==> src/rtl/vga_timing_if.sv <==
// Pixel-timing bundle between vga_timing and the draw stages.
// The timing generator drives the counters and strobes; the consumer supplies the count enable.
`timescale 1ns/1ps
interface vga_timing_if;
  logic        en;
  logic [10:0] hcount;
  logic [10:0] vcount;
  logic        hsync;
  logic        vsync;
  logic        hblnk;
  logic        vblnk;
  logic        frame_start;
  logic [15:0] frame_cnt;

  modport master (
    input  en,
    output hcount, vcount, hsync, vsync, hblnk, vblnk, frame_start, frame_cnt
  );

  modport slave (
    output en,
    input  hcount, vcount, hsync, vsync, hblnk, vblnk, frame_start, frame_cnt
  );
endinterface

==> src/rtl/vga_timing.sv <==
// Free-running SVGA timing generator: registered pixel/line counters with aligned strobes.
// Define VGA_TIMING_FRAME_CNT_EN to build the 16-bit completed-frame counter.
`timescale 1ns/1ps
module vga_timing #(
  parameter int H_ACTIVE = 800,
  parameter int H_FP     = 40,
  parameter int H_SYNC   = 128,
  parameter int H_BP     = 88,
  parameter int V_ACTIVE = 600,
  parameter int V_FP     = 1,
  parameter int V_SYNC   = 4,
  parameter int V_BP     = 23
) (
  input  logic          pclk,
  input  logic          rst,
  vga_timing_if.master  bus
);

  localparam logic [10:0] H_ACT_C  = 11'(H_ACTIVE);
  localparam logic [10:0] H_SON_C  = 11'(H_ACTIVE + H_FP);
  localparam logic [10:0] H_SOFF_C = 11'(H_ACTIVE + H_FP + H_SYNC);
  localparam logic [10:0] H_TOT_C  = 11'(H_ACTIVE + H_FP + H_SYNC + H_BP);
  localparam logic [10:0] V_ACT_C  = 11'(V_ACTIVE);
  localparam logic [10:0] V_SON_C  = 11'(V_ACTIVE + V_FP);
  localparam logic [10:0] V_SOFF_C = 11'(V_ACTIVE + V_FP + V_SYNC);
  localparam logic [10:0] V_TOT_C  = 11'(V_ACTIVE + V_FP + V_SYNC + V_BP);

  logic [10:0] hcount_q, hcount_d;
  logic [10:0] vcount_q, vcount_d;
  logic        hsync_q, hsync_d;
  logic        vsync_q, vsync_d;
  logic        hblnk_q, hblnk_d;
  logic        vblnk_q, vblnk_d;
  logic        frame_start_q, frame_start_d;

  // Next counter position and strobes decoded from it, so registered strobes match registered counts.
  always_comb begin
    hcount_d = hcount_q + 11'd1;
    vcount_d = vcount_q;
    if (hcount_q >= (H_TOT_C - 11'd1)) begin
      hcount_d = 11'd0;
      if (vcount_q >= (V_TOT_C - 11'd1)) begin
        vcount_d = 11'd0;
      end else begin
        vcount_d = vcount_q + 11'd1;
      end
    end else if (vcount_q >= V_TOT_C) begin
      vcount_d = 11'd0;
    end else begin
      vcount_d = vcount_q;
    end
    hblnk_d       = (hcount_d >= H_ACT_C);
    hsync_d       = (hcount_d >= H_SON_C) && (hcount_d < H_SOFF_C);
    vblnk_d       = (vcount_d >= V_ACT_C);
    vsync_d       = (vcount_d >= V_SON_C) && (vcount_d < V_SOFF_C);
    frame_start_d = (hcount_d == 11'd0) && (vcount_d == 11'd0);
  end

  // Timing state; a low enable freezes everything, including a pending frame_start pulse.
  always_ff @(posedge pclk or negedge rst) begin
    if (!rst) begin
      hcount_q      <= 11'd0;
      vcount_q      <= 11'd0;
      hsync_q       <= 1'b0;
      vsync_q       <= 1'b0;
      hblnk_q       <= 1'b0;
      vblnk_q       <= 1'b0;
      frame_start_q <= 1'b0;
    end else if (bus.en) begin
      hcount_q      <= hcount_d;
      vcount_q      <= vcount_d;
      hsync_q       <= hsync_d;
      vsync_q       <= vsync_d;
      hblnk_q       <= hblnk_d;
      vblnk_q       <= vblnk_d;
      frame_start_q <= frame_start_d;
    end
  end

`ifdef VGA_TIMING_FRAME_CNT_EN
  logic [15:0] frame_cnt_q, frame_cnt_d;

  // Completed frames advance on the same edge that raises frame_start.
  always_comb begin
    if (frame_start_d) begin
      frame_cnt_d = frame_cnt_q + 16'd1;
    end else begin
      frame_cnt_d = frame_cnt_q;
    end
  end

  // Frame counter register.
  always_ff @(posedge pclk or negedge rst) begin
    if (!rst) begin
      frame_cnt_q <= 16'd0;
    end else if (bus.en) begin
      frame_cnt_q <= frame_cnt_d;
    end
  end

  assign bus.frame_cnt = frame_cnt_q;
`else
  assign bus.frame_cnt = 16'd0;
`endif

  assign bus.hcount      = hcount_q;
  assign bus.vcount      = vcount_q;
  assign bus.hsync       = hsync_q;
  assign bus.vsync       = vsync_q;
  assign bus.hblnk       = hblnk_q;
  assign bus.vblnk       = vblnk_q;
  assign bus.frame_start = frame_start_q;

endmodule

==> src/flat_wrapper.sv <==
// flat-port wrapper written by rule: the top's interface ports become plain ports
module vga_timing_flat 
#(
  parameter int H_ACTIVE = 800,
  parameter int H_FP     = 40,
  parameter int H_SYNC   = 128,
  parameter int H_BP     = 88,
  parameter int V_ACTIVE = 600,
  parameter int V_FP     = 1,
  parameter int V_SYNC   = 4,
  parameter int V_BP     = 23
)
  (pclk, rst, bus_en, bus_hcount, bus_vcount, bus_hsync, bus_vsync, bus_hblnk, bus_vblnk, bus_frame_start, bus_frame_cnt);
  vga_timing_if bus_i ();
  input  logic pclk;
  input  logic rst;
  input wire logic [$bits(bus_i.en)-1:0] bus_en;
  output wire logic [$bits(bus_i.hcount)-1:0] bus_hcount;
  output wire logic [$bits(bus_i.vcount)-1:0] bus_vcount;
  output wire logic [$bits(bus_i.hsync)-1:0] bus_hsync;
  output wire logic [$bits(bus_i.vsync)-1:0] bus_vsync;
  output wire logic [$bits(bus_i.hblnk)-1:0] bus_hblnk;
  output wire logic [$bits(bus_i.vblnk)-1:0] bus_vblnk;
  output wire logic [$bits(bus_i.frame_start)-1:0] bus_frame_start;
  output wire logic [$bits(bus_i.frame_cnt)-1:0] bus_frame_cnt;
  assign bus_i.en = bus_en;
  assign bus_hcount = bus_i.hcount;
  assign bus_vcount = bus_i.vcount;
  assign bus_hsync = bus_i.hsync;
  assign bus_vsync = bus_i.vsync;
  assign bus_hblnk = bus_i.hblnk;
  assign bus_vblnk = bus_i.vblnk;
  assign bus_frame_start = bus_i.frame_start;
  assign bus_frame_cnt = bus_i.frame_cnt;
  vga_timing #(.H_ACTIVE(H_ACTIVE), .H_FP(H_FP), .H_SYNC(H_SYNC), .H_BP(H_BP), .V_ACTIVE(V_ACTIVE), .V_FP(V_FP), .V_SYNC(V_SYNC), .V_BP(V_BP)) u_core (.pclk(pclk), .rst(rst), .bus(bus_i));
endmodule
==> config.mk <==
export PLATFORM = sky130hd
export DESIGN_NAME = vga_timing_flat
export DESIGN_NICKNAME = d
export VERILOG_FILES = /design/src/rtl/vga_timing_if.sv /design/src/rtl/vga_timing.sv /design/src/flat_wrapper.sv
export SDC_FILE = /design/constraint.sdc
export NUM_CORES = 1
export LEC_CHECK = 0
export BUFFER_PORTS_ARGS = -buffer_cell sky130_fd_sc_hd__clkbuf_2
export CAP_MARGIN = 10
export CORE_ASPECT_RATIO = 1.25
export CORE_UTILIZATION = 40
export DETAILED_ROUTE_END_ITERATION = 10
export PLACE_DENSITY_LB_ADDON = 0.12
export SKIP_LAST_GASP = 1
export SLEW_MARGIN = 20
export SYNTH_ARGS = -nofsm -noshare
export SYNTH_HDL_FRONTEND = slang
export SYNTH_SLANG_ARGS = --single-unit
==> constraint.sdc <==
create_clock -name pclk -period 2.8 [get_ports pclk]
set_input_delay 0.14 -clock pclk [delete_from_list [all_inputs] [get_ports pclk]]
set_output_delay 0.14 -clock pclk [all_outputs]
set_load 0.1 [all_outputs]
# After elaboration in Yosys (flattened, before gate mapping)
# Cells that the tools add are included.
# classes
add_sub_neg,2
magnitude_cmp,9
n_mux,4
n_reduce_logical,5
# op_table
op,count
$ge A11 B10 Y1 const B,6
$mux W11,4
$add A11 B1 Y11 const B,2
$logic_not A11 Y1,2
$lt A11 B10 Y1 const B,2
$ge A11 B11 Y1 const B,1
$logic_and A1 B1 Y1,3
# word_totals
ff_bits,27
input_bits,3
output_inout_bits,43
wordCells,27

# Longest topological paths before layout
# Gate-level depths: netlist of run 1.
# logic_depth
depth_word,5
depth_mapped,8

# Worst setup path after synthesis of run 1
# OpenSTA, ideal clock, no wires.
# synth_path
path_kind,flip-flop to flip-flop
startpoint,"reg u_core.hcount_q[0], in the netlist u_core.bus.hcount[0]"
endpoint,"reg u_core.vsync_q, in the netlist u_core.bus.vsync"
setup_ns,0.123
arrival_ns,2.869
required_ns,2.677
setup_slack_ns,-0.192
path_stages_with_launch,9
n_path_buf,0
period_less_slack_ns,2.992
path_cell_list,dfrtp_1 > ha_1 > a21oi_1 > o211a_4 > nor3_4 > a221oi_2 > o211a_1 > o21a_1 > a32o_1
# synth_between
elab_chain_cells,4
word_cells_on_any_way,5
classes_between,order compare: 3; mux: 1; reduce/logical: 1
# synth_rtl
element,line,text
"start, declared",vga_timing.sv:28,"logic [10:0] hcount_q, hcount_d;"
"start signal, assigned",vga_timing.sv:70,hcount_q <= hcount_d;
$ge A11 B11 Y1 *,vga_timing.sv:40,if (hcount_q >= (H_TOT_C - 11'd1)) begin
$mux W11 *,vga_timing.sv:40,
$ge A11 B10 Y1 / $lt A11 B10 Y1 (equally long branches),vga_timing.sv:55,vsync_d = (vcount_d >= V_SON_C) && (vcount_d < V_SOFF_C);
$logic_and A1 B1 Y1 *,vga_timing.sv:55,
"end signal, assigned",vga_timing.sv:73,vsync_q <= vsync_d;
"end, declared",vga_timing.sv:31,"logic vsync_q, vsync_d;"
# Every way passes the cells marked *; elsewhere a longest branch is shown, timed or not.
# A chain may end at the register's enable or synchronous reset.

# Final worst setup path of run 1
# layout_path
startpoint,"reg u_core.vcount_q[1], in the netlist u_core.bus.vcount[1]"
endpoint,"reg u_core.vsync_q, in the netlist u_core.bus.vsync"
# layout_between
elab_chain_cells,5
word_cells_on_any_way,9
classes_between,add/sub: 1; order compare: 4; mux: 3; reduce/logical: 1
# layout_rtl
element,line,text
"start, declared",vga_timing.sv:29,"logic [10:0] vcount_q, vcount_d;"
"start signal, assigned",vga_timing.sv:71,vcount_q <= vcount_d;
"$add A11 B1 Y11, or another cell as far along",vga_timing.sv:45,vcount_d = vcount_q + 11'd1;
$mux W11 (on tied branches),"vga_timing.sv:42, vga_timing.sv:47",
$mux W11 *,vga_timing.sv:40,
$ge A11 B10 Y1 / $lt A11 B10 Y1 (equally long branches),vga_timing.sv:55,
$logic_and A1 B1 Y1 *,vga_timing.sv:55,
# Marked as above.

==> results of run 1 <==
-- how the worst min path moves through the flow --
stage                     startpoint                            endpoint  slack [ns]  cells after the start
after floorplan                  rst  u_core.bus.frame_start$_DFFE_PN0P_       -0.16                      0
after global placement           rst    u_core.bus.vcount[3]$_DFFE_PN0P_        0.24                      1
after detailed placement         rst    u_core.bus.vcount[7]$_DFFE_PN0P_        0.23                      1
after CTS                     bus_en    u_core.bus.hcount[1]$_DFFE_PN0P_        0.29                      3
after global routing          bus_en    u_core.bus.hcount[0]$_DFFE_PN0P_        0.32                      2
final                         bus_en    u_core.bus.hcount[0]$_DFFE_PN0P_        0.30                      2
-- worst max-delay path, delay by kind of cell (launching register included) --
kind | cells | cell delay (ns)
buffers and inverters | 1 | 0.18
adders and majority gates | 1 | 0.27
and+or+nand+nor | 1 | 0.30
DFF | 1 | 0.48
AOI/OAI and AO/OA | 6 | 1.31
-- final cells by class --
cell class	count	share of cell area, %
Clock buffer	4	1.95
Inverter	12	1.95
Multi-Input combinational cell	183	52.7
Sequential cell	27	29.5
Tap cell	60	3.25
Timing Repair Buffer	42	10.6
-- sequential cells by signal, indices dropped and copies added, names as in the netlist --
name / cells
u_core.bus.vsync: 1
u_core.bus.vcount: 11
u_core.bus.vblnk: 1
u_core.bus.hblnk: 1
u_core.bus.hsync: 1
u_core.bus.frame_start: 1
u_core.bus.hcount: 11
-- repair_timing --
action | in CTS | in global routing
hold buffers | 1 | 0
setup buffers | 0 | 2
endpoints found under the hold margin | 27 | 0
setup endpoints to repair | 0 | 1
-- metrics by stage --
step                      std cells  power (mW)  setup WS, ns  instance area [um^2]
final                           328        2.97         0.134                  2310
after global routing            328        3.14      -0.00407                  2310
after CTS                       326        2.97         0.181                  2290
after detailed placement        321        2.73         0.219                  2240
after global placement          321        2.74         0.220                  2240
after floorplan                 250        2.36       0.00820                  2120
-- layer usage --
metal  GRT usage (%)  vias to the layer above  part of all wire [%]
met2            33.3                       50                    50
met4            8.72                        0                   2.2
met3            1.65                       11                   2.7
met5               0                        -                     0
met1            26.0                      861                    45
li1                -                      912                     -
-- Yosys cell counts, types with 3 or more instances --
master,n
mux2_2,3
nand3_1,10
a32o_1,3
a21oi_1,11
a31oi_1,3
ha_1,3
clkbuf_1,7
o21ai_0,13
buf_4,17
buf_2,4
nor3_1,4
nand4_1,6
nand2_1,19
nor4_1,6
dfrtp_1,27
xor2_1,4
nor2_1,20
inv_1,12
o31ai_1,6
-- logic make-up after synthesis --
logic type      after synthesis  synth area share, %
fa+ha+maj                     3                 1.83
xor+xnor                      6                 2.56
mux                           5                 2.62
flops                        27                 32.9
compound gates               68                 26.4
simple gates                 85                 22.8
buf+inv                      40                 10.7
other cells                   1                0.183
-- power by group through the flow --
stage,clock [mW],combinational [mW],sequential [mW]
after floorplan,0,0.941,1.42
after global placement,0,2.06,0.673
after detailed placement,0,2.06,0.673
after CTS,0.241,2.06,0.666
after global routing,0.256,2.20,0.686
final,0.228,2.07,0.667
==> summary.md, run 1 <==
| Metric | Value |
|---|---|
| Sequential fraction of the synthesis area | 32.9% |
| Main synth FF type | dfrtp_1 |
| PortBufs | 29 |
| Hold_ws | between 0.2 and 0.3 ns |
| Mapped Area | 2050 um^2 |
| Vias in the first global route | 1666 |
| Status | completed |
| Fillers | 489 |
| Multi-input logic area | between 1000 and 1500 um^2 |
| Num CTS Buffers | 3 |
| FP Rows | 28 |
| Vias per cell | 5.59 |
| Num ports | between 40 and 50 |
| Post-Syn Area per Cell | 8.74 um^2 |
| CTS H-tree depth | 1 |
| Leading area contributor after synthesis | dfrtp_1 |
| Post-synthesis cell type count | 60 |
| Residual DRC | 0 |
| Crit-path cells | ha_1 -> a2111oi_4 -> o211ai_2 -> nor3_4 -> buf_4 -> a221oi_2 -> o211a_1 -> o21a_1 -> a32o_1 |
| Clock skew | 0.00863 ns |
| Top post-synthesis cells by area | dfrtp_1 (33%), buf_4 (6.2%), nor2_1 (3.7%), nand2_1 (3.5%), o21ai_0 (3.2%) |
| R2R cell count | 9 |
| Max Root-Sink Buffers | 2 |
| Post-route ant nets | 0 |
| Nets@finish | 275 |
| Part of the power in registers | roughly 23% |
| CP arrival | between 2 and 3 ns |
| Core area | roughly 4800 um^2 |
| Register area | 682 um^2 |
| Setup TNS | 0 ns |
| Area grow syn2layout | 12.4% |
| Worst relative slew slack | 53.9% |
| Crit-path slowest cell | dfrtp_2 |
| Largest net degree at the start of global routing | 28 |
| Combinational Power Share | 69.8% |
| Most frequent cells in the layout | clkbuf_2 (29), dfrtp_1 (22), nor2_1 (20) |
| Area share of the largest cell type after synthesis | 32.9% |
| Fin. max-slew vios | 0 |
| Critical path peak fanout | 8 |
| Switching power share of the total | 63.1% |
| Pin slew with the least headroom to its limit | 0.692 ns |
| Count of state elements after synthesis | 27 |
| DPL Wire Length | around 3.7 mm |
| Critical Path RT | 2.97 ns |
| Cell internal pwr | 1.10 mW |
| Die height | 82.1 um |
| Total clock sinks | 27 |
| Endpoints failing setup | 0 |
| Fin util | 47.7% |
| Maximum Capacitance Violations | 0 |
| Worst Setup Start Kind | flop |
| RR Startpoint | u_core.bus.vcount[1]$_DFFE_PN0P_ |
| Grt total ovfl | 0 |
| Mapped Cells | between 200 and 250 |
| CTS clk-pin slew, worst paths | roughly 0.10 ns |
| Lkg Pwr | around 0.97 nW |
| Worst Path Class, Setup | reg -> reg |
| Fmax | 375 MHz |
| IR drop worst, VDD | 0.470 mV |
| DIE AREA | 5430 um^2 |
| Via Count | 1834 |
| Clk pwr share | 7.7% |
| Drt wl/cell | between 15 and 20 um |
| Type of the worst min-delay path | in -> reg |
| Clk root buf | clkbuf_8 |
| CTS tree | done |
| Clk_lat worst skew | 0.28 ns |
| Period minus WS final | 2.67 ns |
| Fraction of layout cells with a size suffix above 1 | 25.7% |
| PD cells | 1290 nW/um^2 |
| Commonest non-fill, non-tap cell in the layout | clkbuf_2 |
| Pre-antenna DRT Iters | 4 |
| Post-synth ARST share | 100% |
| Syn. warnings | 0 |
| CP Capture Type | flop |
| First-pass GRT wire length | 8.20 mm |
| Reg-to-Reg End | u_core.bus.vsync$_DFFE_PN0P_ |
| CP startpoint | u_core.bus.vcount[1]$_DFFE_PN0P_ |
| Initial core utilization | 42.5% |
| Initial DRC Count | 160 |
| Flop2flop setup slack | 0.13 ns |
| Initial antenna violation count | 0 |
| Chip width | approximately 66 um |
| Crit path largest cell delay | 0.48 ns |
| CTS resizes | 0 |
| Antenna Cells | 0 |
| RD Place Congestion | just under 1 |
| Final hold vios | 0 |
| Critical path endpoint | u_core.bus.vsync$_DFFE_PN0P_ |
| Number of flops mapped to enable cells by yosys | 0 |
| Total track usage | 19.8% |
| Routed wire length | 5.07 mm |
| Final period utilization | 95.2% |
| Sw power | approximately 1.9 mW |
(Power assumes the default switching activity.)
==> inputs of run 2 (changes only) <==
--- a/config.mk
+++ b/config.mk
@@ -11,6 +11,7 @@
 export CORE_UTILIZATION = 40
 export DETAILED_ROUTE_END_ITERATION = 10
 export PLACE_DENSITY_LB_ADDON = 0.12
+export SETUP_SLACK_MARGIN = 0.15
 export SKIP_LAST_GASP = 1
 export SLEW_MARGIN = 20
 export SYNTH_ARGS = -nofsm -noshare
==> summary.md, run 2 (synthesis gave the netlist of run 1 again) <==
| Metric | Value |
|---|---|
| Lkg Pwr | 0.936 nW |
| Commonest non-fill, non-tap cell in the layout | clkbuf_2 |
| Total track usage | between 20% and 30% |
| Pin slew with the least headroom to its limit | 0.699 ns |
| Type of the worst min-delay path | in -> reg |
| PortBufs | 29 |
| Status | completed |
| Fin. max-slew vios | 0 |
| Num ports | 46 |
| Die height | 82.1 um |
| DPL Wire Length | 3.69 mm |
| FP Rows | 28 |
| Largest net degree at the start of global routing | 34 |
| DIE AREA | 5430 um^2 |
| Via Count | ~1900 |
| Clk root buf | clkbuf_8 |
| Final period utilization | 89.0% |
| Maximum Capacitance Violations | 0 |
| Overall power | a little under 3 mW |
| Fillers | between 400 and 500 |
| Critical path peak fanout | 8 |
| Worst relative slew slack | 53.4% |
| Met2 WL | 2.58 mm |
| Drt wl/cell | between 15 and 20 um |
| Total clock sinks | 27 |
| Antenna Cells | 0 |
| Endpoints failing setup | 0 |
| Met3 WL | 178 um |
| CTS tree | done |
| IR drop worst, VDD | 0.732 mV |
| Clk_lat worst skew | 0.27 ns |
| Worst Setup Start Kind | flop |
| Nets@finish | 270 |
| R2R cell count | 9 |
| Grt total ovfl | 0 |
| RD Place Congestion | 0.856 |
| CP Capture Type | flop |
| Most frequent cells in the layout | clkbuf_2 (29), nor2_1 (20), nand2_1 (19) |
| Fraction of layout cells with a size suffix above 1 | 29.3% |
| First-pass GRT wire length | 8.31 mm |
| Fmax | 401 MHz |
| Num CTS Buffers | 3 |
| Core area | 4830 um^2 |
| Critical Path RT | slightly below 3 ns |
| CP arrival | 2.65 ns |
| Routed wire length | just over 5 mm |
| CTS H-tree depth | 1 |
| Vias per cell | 5.76 |
| Hold path cells | 3 |
| Vias in the first global route | 1638 |
| PD cells | 1290 nW/um^2 |
| Area grow syn2layout | 12.2% |
| Residual DRC | 0 |
| Top sig layer | met4 |
| Final Non-Filler Cells | 323 |
| Initial core utilization | a little over two fifths |
| Final hold vios | 0 |
| Initial DRC Count | 107 |
| Period minus WS final | around 2.5 ns |
| Setup repair after global routing missed its margin | false |
| Fin util | around 48% |
| Max Root-Sink Buffers | 2 |
| CTS clk-pin slew, worst paths | 0.10 ns |
| Met1 WL | approximately 2.3 mm |
| Post-route ant nets | 0 |
| Chip width | 66.1 um |
| Initial antenna violation count | 0 |
| Post-Place Cells | 315 |
| Setup TNS | 0 ns |
| Pre-antenna DRT Iters | 4 |
| Clock skew | 0.00866 ns |
| Worst Path Class, Setup | reg -> reg |
run 2: cell count changes in the layout (fill, tap and decap cells not counted), sizes merged:
cell  before  now
buf       12    7
run 2: area by class of cell:
type	instances	area (um^2)	area share, %
clock buffers	4	45.0	1.95
flip-flops and latches	27	698	30.3
well taps	60	75.1	3.26
multi-input cells	183	1230	53.5
inverters	12	45.0	1.95
repair buffers	37	208	9.01
run 2: stage by stage:
step / hold slack, ns / area [um^2] / setup WS, ns
2_1_floorplan: -0.156 / 2130 / 0.155
3_3_place_gp: 0.236 / 2210 / 0.170
3_5_place_dp: 0.227 / 2210 / 0.146
4_1_cts: 0.261 / 2290 / 0.194
5_1_grt: 0.274 / 2300 / 0.173
6_report: 0.260 / 2300 / 0.309
run 2: routing by layer:
layer | track usage [%] | vias to the layer above
met5 | 0 | -
met2 | 33.2 | 52
met3 | 2.61 | 10
li1 | - | 898
met1 | 26.8 | 899
met4 | 7.45 | 0
run 2: where the power goes:
part	switching, mW	internal (mW)
clock network	0.121	0.102
logic	1.53	0.463
registers	0.231	0.519
total	1.88	1.08
run 2: path summary, 6_finish.rpt:
path,endpoint,slack [ns],start
worst max-delay path,u_core.bus.vsync$_DFFE_PN0P_,0.31,u_core.bus.vcount[1]$_DFFE_PN0P_
worst min-delay path,u_core.bus.hcount[10]$_DFFE_PN0P_,0.26,bus_en
worst max register to register,u_core.bus.vsync$_DFFE_PN0P_,0.31,u_core.bus.vcount[1]$_DFFE_PN0P_
worst min register to register,u_core.bus.hblnk$_DFFE_PN0P_,0.52,u_core.bus.hblnk$_DFFE_PN0P_
max in group asynchronous,u_core.bus.vcount[1]$_DFFE_PN0P_,1.85,rst
min in group asynchronous,u_core.bus.vcount[7]$_DFFE_PN0P_,0.43,rst
run 2: worst max-delay path: stages, from the launching register on:
cell	delay [ns]
dfrtp_4	0.54
ha_2	0.23
a2111oi_4	0.28
o211ai_2	0.22
nor3_4	0.22
buf_4	0.17
a221oi_2	0.07
o211a_1	0.25
o21a_1	0.16
a32o_1	0.23
run 2: timing repair:
action,4_1_cts,5_1_grt
pin swaps,1,3
buffers inserted,3,0
hold buffers,1,0
endpoints found under the hold margin,27,0
endpoints found under the setup margin,1,3
resized for setup,0,4
==> inputs of run 3 (changes only) <==
--- a/config.mk
+++ b/config.mk
@@ -10,6 +10,7 @@
 export CORE_ASPECT_RATIO = 1.25
 export CORE_UTILIZATION = 40
 export DETAILED_ROUTE_END_ITERATION = 10
+export GPL_TIMING_DRIVEN = 0
 export PLACE_DENSITY_LB_ADDON = 0.12
 export SETUP_SLACK_MARGIN = 0.15
 export SKIP_LAST_GASP = 1
==> constraint.sdc (replaced) <==
create_clock -name pclk -period 2.6 [get_ports pclk]
set_input_delay 0.13 -clock pclk [delete_from_list [all_inputs] [get_ports pclk]]
set_output_delay 0.13 -clock pclk [all_outputs]
set_load 0.1 [all_outputs]
==> summary.md, run 3 (synthesis gave the netlist of run 1 again) <==
| Metric | Value |
|---|---|
| Routed wire length | 5.86 mm |
| Grt total ovfl | 0 |
| Worst Setup Start Kind | flop |
| Cell internal pwr | 1.45 mW |
| Initial antenna violation count | 0 |
| CP startpoint | u_core.bus.vcount[0]$_DFFE_PN0P_ |
| Fraction of layout cells with a size suffix above 1 | 42.4% |
| FP Rows | 28 |
| PortBufs | 28 |
| Antenna Cells | 0 |
| RR Startpoint | u_core.bus.vcount[0]$_DFFE_PN0P_ |
| Total clock sinks | 27 |
| Post-Place Setup Slack | -0.0691 ns |
| CTS tree | done |
| Period minus WS final | roughly 2.5 ns |
| Lkg Pwr | 1.13 nW |
| Area grow syn2layout | 35.2% |
| Max Root-Sink Buffers | 2 |
| DPL Wire Length | 4.03 mm |
| Fin worst setup slack | 0.122 ns |
| Core area | 4830 um^2 |
| Worst relative slew slack | between 50% and 60% |
| Num ports | 46 |
| Critical Path RT | between 2 and 3 ns |
| Final Non-Filler Cells | 362 |
| Fin. max-slew vios | 0 |
| Combinational Power Share | 73.2% |
| First-pass GRT wire length | ~9 mm |
| Final period utilization | 95.3% |
| Critical path peak fanout | 5 |
| Sw power | about 2.2 mW |
| Vias per cell | roughly 5.6 |
| Post-Place Cells | 338 |
| Reg-to-Reg End | u_core.bus.vsync$_DFFE_PN0P_ |
| IR drop worst, VDD | 0.686 mV |
| Vias in the first global route | 1813 |
| CP arrival | 2.70 ns |
| Clock skew | about 0.0076 ns |
| Pin slew with the least headroom to its limit | 0.738 ns |
| Initial core utilization | 42.5% |
| Setup repair after global routing missed its margin | true |
| Status | completed |
| Clk_lat worst skew | 0.28 ns |
| R2R cell count | 9 |
| Num CTS Buffers | 3 |
| CTS clk-pin slew, worst paths | 0.10 ns |
| Die height | 82.1 um |
| Worst Path Class, Setup | reg -> reg |
| Flop2flop setup slack | between 0.1 and 0.15 ns |
| Maximum Capacitance Violations | 0 |
| Switching power share of the total | 60.7% |
| Clk pwr share | under 10% |
| Part of the power in registers | 20.0% |
| Fillers | roughly 460 |
| CTS H-tree depth | 1 |
| Endpoints failing setup | 0 |
| Register area | 713 um^2 |
| Type of the worst min-delay path | in -> async |
| Initial DRC Count | 117 |
| Clk root buf | clkbuf_8 |
| Final hold vios | 0 |
| Setup TNS | 0 ns |
| Multi-input logic area | 1420 um^2 |
| Commonest non-fill, non-tap cell in the layout | buf_4 |
| Drt wl/cell | 16.2 um |
| Total track usage | 22.6% |
| RD Place Congestion | 0.865 |
| CP Capture Type | flop |
| Fmax | 404 MHz |
| Nets@finish | approximately 310 |
| Post-route ant nets | 0 |
| PD cells | 1320 nW/um^2 |
| Largest net degree at the start of global routing | 28 |
| DIE AREA | 5430 um^2 |
| Pre-antenna DRT Iters | 4 |
| Most frequent cells in the layout | buf_4 (35), clkbuf_2 (28), nor2_1 (20) |
| Residual DRC | 0 |
| Via Count | 2020 |
| Chip width | 66.1 um |
-- run 3: cell count changes in the layout (fill, tap and decap cells not counted), moves of 3 or more --
cell,change
buf_4,+28
clkbuf_1,+6
dfrtp_1,-4
dfrtp_4,+4
buf_2,+3
-- run 3: worst max-delay path by stage --
stage                                         end
6_report             u_core.bus.vsync$_DFFE_PN0P_
2_1_floorplan        u_core.bus.vsync$_DFFE_PN0P_
3_5_place_dp         u_core.bus.vsync$_DFFE_PN0P_
3_3_place_gp         u_core.bus.vsync$_DFFE_PN0P_
5_1_grt              u_core.bus.vsync$_DFFE_PN0P_
4_1_cts        u_core.bus.frame_start$_DFFE_PN0P_
-- run 3: routing by layer --
metal	part of all wire, %	vias to the layer above	track usage (%)
li1	-	979	-
met1	44	980	28.6
met2	50	48	39.8
met3	3.3	13	2.34
met4	2.7	0	7.45
met5	0	-	0
-- run 3: power by group through the flow --
stage | Clock (mW) | Sequential [mW] | Combinational [mW]
global route | 0.274 | 0.750 | 2.86
global placement | 0 | 0.741 | 2.23
floorplan | 0 | 1.57 | 1.02
finish | 0.250 | 0.734 | 2.69
CTS | 0.259 | 0.729 | 2.33
detailed placement | 0 | 0.742 | 2.23
-- run 3: timing repair --
item / in CTS / in global routing
cloned: 0 / 0
hold buffers: 1 / 0
gates resized for setup: 6 / 25
buffers inserted: 7 / 12
endpoints found under the setup margin: 4 / 3
hold endpoints to repair: 27 / 0
pin swaps: 3 / 14
-- run 3: area by class of cell --
| type | instances | area share (%) |
|---|---|---|
| buffer | 28 | 6.49 |
| clock buffer | 3 | 1.49 |
| clock inverter | 1 | 0.180 |
| inverter | 12 | 1.62 |
| multi-input combinational | 183 | 51.2 |
| sequential | 27 | 25.7 |
| tap | 60 | 2.70 |
| timing repair buffer | 48 | 10.7 |
-- run 3: critical path, cell delays in order, from the launching register on --
cell	delay, ns
dfrtp_4	0.52
ha_4	0.19
a2111oi_4	0.41
buf_4	0.19
o211a_4	0.18
nand3_4	0.12
o22ai_4	0.20
a31oi_4	0.08
nor4_4	0.33
a32o_1	0.20
-- run 3: stage by stage --
stage,utilization (%),power (mW),area [um^2],hold slack [ns]
floorplan,-,2.59,2170,-0.166
global placement,49.3,2.97,2380,0.227
detailed placement,49.3,2.98,2380,0.241
CTS,52.0,3.32,2520,0.456
global route,57.5,3.88,2780,0.473
finish,57.5,3.68,2780,0.431
